**src/rtl/conv_line_buffer.sv**
```systemverilog
// Streaming line buffer for a KERN_DIM x KERN_DIM convolver.
// Stores the previous KERN_DIM-1 rows and emits one registered vertical
// column per accepted pixel, tagged with window/row/frame position flags.
module conv_line_buffer #(
  parameter int KERN_DIM = 3,
  parameter int WIDTH    = 28,
  parameter int HEIGHT   = 28,
  parameter int DATA_BW  = 8
) (
  input  logic                        clk,
  input  logic                        reset,
  input  logic                        in_valid,
  output logic                        in_ready,
  input  logic [DATA_BW-1:0]          in_pixel,
  input  logic                        in_sof,
  output logic                        out_valid,
  input  logic                        out_ready,
  output logic [KERN_DIM*DATA_BW-1:0] out_col,
  output logic                        window_valid,
  output logic                        row_start,
  output logic                        frame_done
);

  localparam int CW = (WIDTH  > 1) ? $clog2(WIDTH)  : 1;
  localparam int RW = (HEIGHT > 1) ? $clog2(HEIGHT) : 1;
  localparam logic [CW-1:0] COL_LAST      = CW'(WIDTH - 1);
  localparam logic [RW-1:0] ROW_LAST      = RW'(HEIGHT - 1);
  localparam logic [CW-1:0] COL_WIN       = CW'(KERN_DIM - 1);
  localparam logic [RW-1:0] ROW_WIN       = RW'(KERN_DIM - 1);
  localparam logic [RW-1:0] ROW_FILL_LAST = RW'(KERN_DIM - 2);

  typedef enum logic {FILL, STREAM} state_t;

  state_t state, state_next;

  logic [CW-1:0] col, pos_col, col_next;
  logic [RW-1:0] row, pos_row, row_next;
  logic          accept, col_last, row_last;
  logic          wv_d, rs_d, fd_d;
  logic [KERN_DIM*DATA_BW-1:0] new_col;

  // lb[k][c] holds the pixel from row r-1-k at column c
  logic [DATA_BW-1:0] lb [KERN_DIM-1][WIDTH];

  assign in_ready = !out_valid || out_ready;
  assign accept   = in_valid && in_ready;

  // Start-of-frame overrides the tracked position with (0,0)
  assign pos_col  = in_sof ? '0 : col;
  assign pos_row  = in_sof ? '0 : row;
  assign col_last = (pos_col == COL_LAST);
  assign row_last = (pos_row == ROW_LAST);

  assign wv_d = (state == STREAM) && (pos_row >= ROW_WIN) && (pos_col >= COL_WIN);
  assign rs_d = (pos_col == '0);
  assign fd_d = row_last && col_last;

  // Next raster position after the accepted pixel
  always_comb begin
    col_next = pos_col + CW'(1);
    row_next = pos_row;
    if (col_last) begin
      col_next = '0;
      row_next = row_last ? '0 : pos_row + RW'(1);
    end
  end

  // Assemble the outgoing column: newest pixel in slice 0, oldest row on top
  always_comb begin
    new_col = '0;
    new_col[DATA_BW-1:0] = in_pixel;
    for (int k = 1; k < KERN_DIM; k++) begin
      new_col[k*DATA_BW +: DATA_BW] = lb[k-1][pos_col];
    end
  end

  // FILL until the first KERN_DIM-1 rows are stored, then STREAM to frame end
  always_comb begin
    state_next = state;
    if (accept) begin
      if (pos_row == ROW_FILL_LAST && col_last) begin
        state_next = STREAM;
      end else if (in_sof || fd_d) begin
        state_next = FILL;
      end
    end
  end

  // State register
  always_ff @(posedge clk) begin
    if (!reset) begin
      state <= FILL;
    end else begin
      state <= state_next;
    end
  end

  // Raster position counters, advanced only on accept
  always_ff @(posedge clk) begin
    if (!reset) begin
      col <= '0;
      row <= '0;
    end else if (accept) begin
      col <= col_next;
      row <= row_next;
    end
  end

  // Line memory: shift the column at pos_col down by one row
  always_ff @(posedge clk) begin
    if (!reset) begin
      for (int k = 0; k < KERN_DIM-1; k++) begin
        for (int c = 0; c < WIDTH; c++) begin
          lb[k][c] <= '0;
        end
      end
    end else if (accept) begin
      lb[0][pos_col] <= in_pixel;
      for (int k = 1; k < KERN_DIM-1; k++) begin
        lb[k][pos_col] <= lb[k-1][pos_col];
      end
    end
  end

  // Output register: load on accept, hold on stall, drain when consumed
  always_ff @(posedge clk) begin
    if (!reset) begin
      out_valid    <= 1'b0;
      out_col      <= '0;
      window_valid <= 1'b0;
      row_start    <= 1'b0;
      frame_done   <= 1'b0;
    end else if (accept) begin
      out_valid    <= 1'b1;
      out_col      <= new_col;
      window_valid <= wv_d;
      row_start    <= rs_d;
      frame_done   <= fd_d;
    end else if (out_ready) begin
      out_valid    <= 1'b0;
      window_valid <= 1'b0;
      row_start    <= 1'b0;
      frame_done   <= 1'b0;
    end
  end

endmodule

```
**config.mk**
```make
export PLATFORM = sky130hd
export DESIGN_NAME = conv_line_buffer
export DESIGN_NICKNAME = d
export VERILOG_FILES = /design/src/rtl/conv_line_buffer.sv
export SDC_FILE = /design/constraint.sdc
export NUM_CORES = 1
export LEC_CHECK = 0
export CAP_MARGIN = 20
export CORE_ASPECT_RATIO = 1.4
export CORE_MARGIN = 2
export CORE_UTILIZATION = 55
export CTS_CLUSTER_SIZE = 10
export DETAILED_ROUTE_END_ITERATION = 7
export PLACE_DENSITY = 0.77
export SLEW_MARGIN = 10
export SYNTH_ARGS = -nofsm -noshare
export SYNTH_HDL_FRONTEND = slang
export SYNTH_SLANG_ARGS = --single-unit
```
**constraint.sdc**
```tcl
create_clock -name clk -period 3.7 [get_ports clk]
set_input_delay 1.11 -clock clk [delete_from_list [all_inputs] [get_ports clk]]
set_output_delay 1.11 -clock clk [all_outputs]
set_load 0.01 [all_outputs]
```
==> summary.md <==
| Metric | Value |
|---|---|
| GRT Total Usage | 0.292 |
| Reg clk slew, reported paths | 60 ps |
| Post-DP HPWL | 42100 um |
| Slew Limit Headroom | 0.413 |
| Outcome | finished, final reports clean |
| Setup TNS | 0 ps |
| # DRC | 0 |
| DR vias/cell | 6.38 |
| Worst hold path class | reg2reg |
| Gpl congestion | between 0.9 and 1 |
| Max Clk Rate | 0.289 GHz |
| Num CTS Buffers | 54 |
| Clock skew | 14.1 ps |
| Unique cell type count in the Yosys netlist | 74 |
| Critical Path RT | around 2600 ps |
| # Max-Cap Violations | 0 |
| CTS Root Cell | clkbuf_16 |
| Chip height | approximately 240 um |
| Worst Setup SP | out_ready |
| Width of the die | between 150 and 200 um |
| Slowest stage delay, CP | roughly 550 ps |
| Syn avg cell area | 12.6 um^2 |
| Row count | 88 |
| Setup Viol. Count Final | 0 |
| Iter 0 DRT Violations | 1834 |
| Routed via count | 15800 |
| Worst hold slack | 467 ps |
| CP startpoint kind | input port |
| Ys async rst share | 0 |
| Worst Hold Depth | 2 |
| Diode count | 0 |
| Placed cells | approximately 2400 |
| Post-synth EDFFs | 448 |
| Fill cells | ~3100 |
| Yosys top cell area share | 0.593 |
| Least-Margin Pin Slew | 881 ps |
| Critical path fanouts, max | 5 |
| Detailed Routing Iterations Pass 1 | 5 |
| Sequential element share of the synthesized area | 0.628 |
| Non-Filler Instances | 2483 |
| Cell taking the most area after synthesis | edfxtp_1 |
| CP Cell Sequence | clkdlybuf4s50_1 -> nor2b_1 -> inv_2 -> clkdlybuf4s50_1 |
| Routed WL | between 60000 and 70000 um |
| Post-CTS Hold Fix Bufs | 0 |
| Power, Total | between 10 and 15 mW |
| Routed len/inst | 25.2 um |
| CP Class | in2out |
| Die area | around 43000 um^2 |
| #FFs+latches synth | 487 |
| CTS H-tree depth | 2 |
| Main synth FF type | edfxtp_1 |
| Postcts setup bufs | 0 |
| Critical path endpoint category | output port |
| Minimum clock period | about 3500 ps |
| Clk_lat worst skew | 580 ps |
| Post-Syn Nets | between 1500 and 2000 |
| Tcrit/Tclk final | 0.936 |
| CTS tree | built |
| Largest cells by area after synthesis | edfxtp_1 (59%), nor2_1 (3.9%), dfxtp_1 (3.4%) |
| R2r setup slk | 680 ps |
| Worst EP arrival | ~2400 ps |
| RSZ-0062 raised after global routing | no |
| Area Overhead vs Synth | 13.9% |
| Hold Violations, Final | 0 |
| Core Area | just over 40000 um^2 |
| Initial antenna violation count | 0 |
| Fin nets | roughly 1900 |
| Reg2reg path depth | 7 |
| Ys Warns | 0 |
| Worst reg2reg endpoint | lb[1][128] |
| Mapped Area | between 20000 and 25000 um^2 |
| Largest net degree at the start of global routing | 51 |
| Slowest-stage cell, CP | clkdlybuf4s50_1 |
| Max clock buf depth | 3 |
| Mapped Cells | 1803 |
| Hold Startpoint | state |
| Ratio of cells with drive above 1 in the final layout | 0.179 |
| Cts repair resizes | 0 |
| Initial Utilization | 0.553 |
| Reg-to-Reg Start | col[1] |
| P_leak | between 9 and 10 nW |
| # IOs | 42 |
| Power Density | 471 nW/um^2 |
| Vias in the first global route | 15800 |
| Worst vdd ir | 0.000345 V |
| Max-slew violation count | 0 |
| First-pass GRT wire length | 94300 um |
| Detail Route Antenna Nets | 0 |
| WHS Endpoint | state |
| Clock sinks | 487 |
| Port buffer count | 41 |
| Total grt overflow | 0 |
| Worst path most repeated cell | clkdlybuf4s50_1 |
## cells in the mapped netlist (all sizes together) (2+ instances only)
| cell | count |
|---|---|
| edfxtp | 448 |
| nor2 | 246 |
| and3 | 117 |
| and2 | 114 |
| nand2 | 107 |
| buf | 89 |
| clkbuf | 76 |
| mux2i | 72 |
| mux2 | 64 |
| a21oi | 61 |
| a211oi | 53 |
| o21ai | 41 |
| dfxtp | 39 |
| nor3 | 27 |
| o22ai | 25 |
| a221oi | 24 |
| nor2b | 21 |
| a22oi | 15 |
| o211ai | 13 |
| a211o | 10 |
| nand3 | 10 |
| a311oi | 9 |
| inv | 9 |
| o22a | 9 |
| o311a | 9 |
| mux4 | 8 |
| nor4 | 8 |
| o311ai | 8 |
| o31ai | 8 |
| a32oi | 7 |
| o221ai | 7 |
| and3b | 6 |
| nand2b | 6 |
| nand3b | 6 |
| nor3b | 6 |
| nand4 | 5 |
| ha | 3 |
| or2 | 3 |
| a221o | 2 |
| a31oi | 2 |
## critical path, delay by kind of cell
kind,cells,cell delay [ps]
buffers and inverters,3,1160
AND/OR/NAND/NOR,1,80
## metrics by stage
step / utilization / cell area [um^2] / setup WS [ps]
after floorplan: - / 22700 / 251
after global placement: 0.591 / 24200 / 259
after detailed placement: 0.591 / 24200 / 253
after CTS: 0.630 / 25800 / 242
after global routing: 0.630 / 25800 / 176
final: 0.630 / 25800 / 237
## cell usage in the layout, fill, tap and decap left out, drive strengths merged, types with 7 or more instances in the layout
| master | netlist | final |
|---|---|---|
| and3 | 117 | 117 |
| a32oi | 7 | 7 |
| a211o | 10 | 10 |
| o311ai | 8 | 8 |
| nor4 | 8 | 8 |
| nand2 | 107 | 107 |
| nand3 | 10 | 10 |
| nor2b | 21 | 21 |
| o211ai | 13 | 13 |
| a22oi | 15 | 15 |
| o221ai | 7 | 7 |
| a211oi | 53 | 53 |
| edfxtp | 448 | 448 |
| inv | 9 | 9 |
| a221oi | 24 | 24 |
| dfxtp | 39 | 39 |
| o311a | 9 | 9 |
| mux2 | 64 | 64 |
| o22a | 9 | 9 |
| nor3 | 27 | 27 |
| o22ai | 25 | 25 |
| mux4 | 8 | 8 |
| buf | 89 | 165 |
| a311oi | 9 | 9 |
| o31ai | 8 | 8 |
| clkbuf | 76 | 101 |
| o21ai | 41 | 41 |
| and2 | 114 | 114 |
| nor2 | 246 | 246 |
| mux2i | 72 | 72 |
| a21oi | 61 | 61 |
| clkdlybuf4s50 | 0 | 39 |
## worst max path at each step
stage,endpoint,slack [ps]
final,in_ready,240
after global routing,in_ready,180
after CTS,in_ready,240
after detailed placement,in_ready,250
after global placement,in_ready,260
after floorplan,lb[0][152],250
## kinds of logic after synthesis
kind of cell / count (synthesis) / synth area share
adder cells (fa/ha/maj): 3 / 0.00166
multiplexers: 144 / 0.0715
buffers and inverters: 174 / 0.0444
AO/OA/AOI/OAI: 307 / 0.0954
AND/OR/NAND/NOR: 688 / 0.159
flip-flops: 487 / 0.628
## flip-flops by register name, summed over array words and instances, names as in the netlist
name          flops
state             1
row_start         1
row               5
out_col          24
lb              448
window_valid      1
col               5
frame_done        1
out_valid         1
## where the power goes
group	leakage [nW]	switching (mW)	internal, mW
clock network	0.754	2.05	2.86
registers	4.95	0.0926	6.19
logic	4.04	0.599	0.361
total	9.74	2.75	9.40
## routing by layer
layer	vias to the layer above	global-route usage	share of wire
li1	6927	-	-
met1	7740	0.354	0.35
met2	941	0.505	0.50
met3	222	0.0420	0.086
met4	0	0.158	0.059
met5	-	0	0
## layout make-up
class	count	area (um^2)	share of cell area
sequential	487	14200	0.552
multi-input combinational	1142	7440	0.288
timing repair buffer	204	1820	0.0707
clock buffer	101	1590	0.0617
tap	540	676	0.0262
inverter	9	36.3	0.00141
No activity file was read; power rests on OpenSTA's default activity.
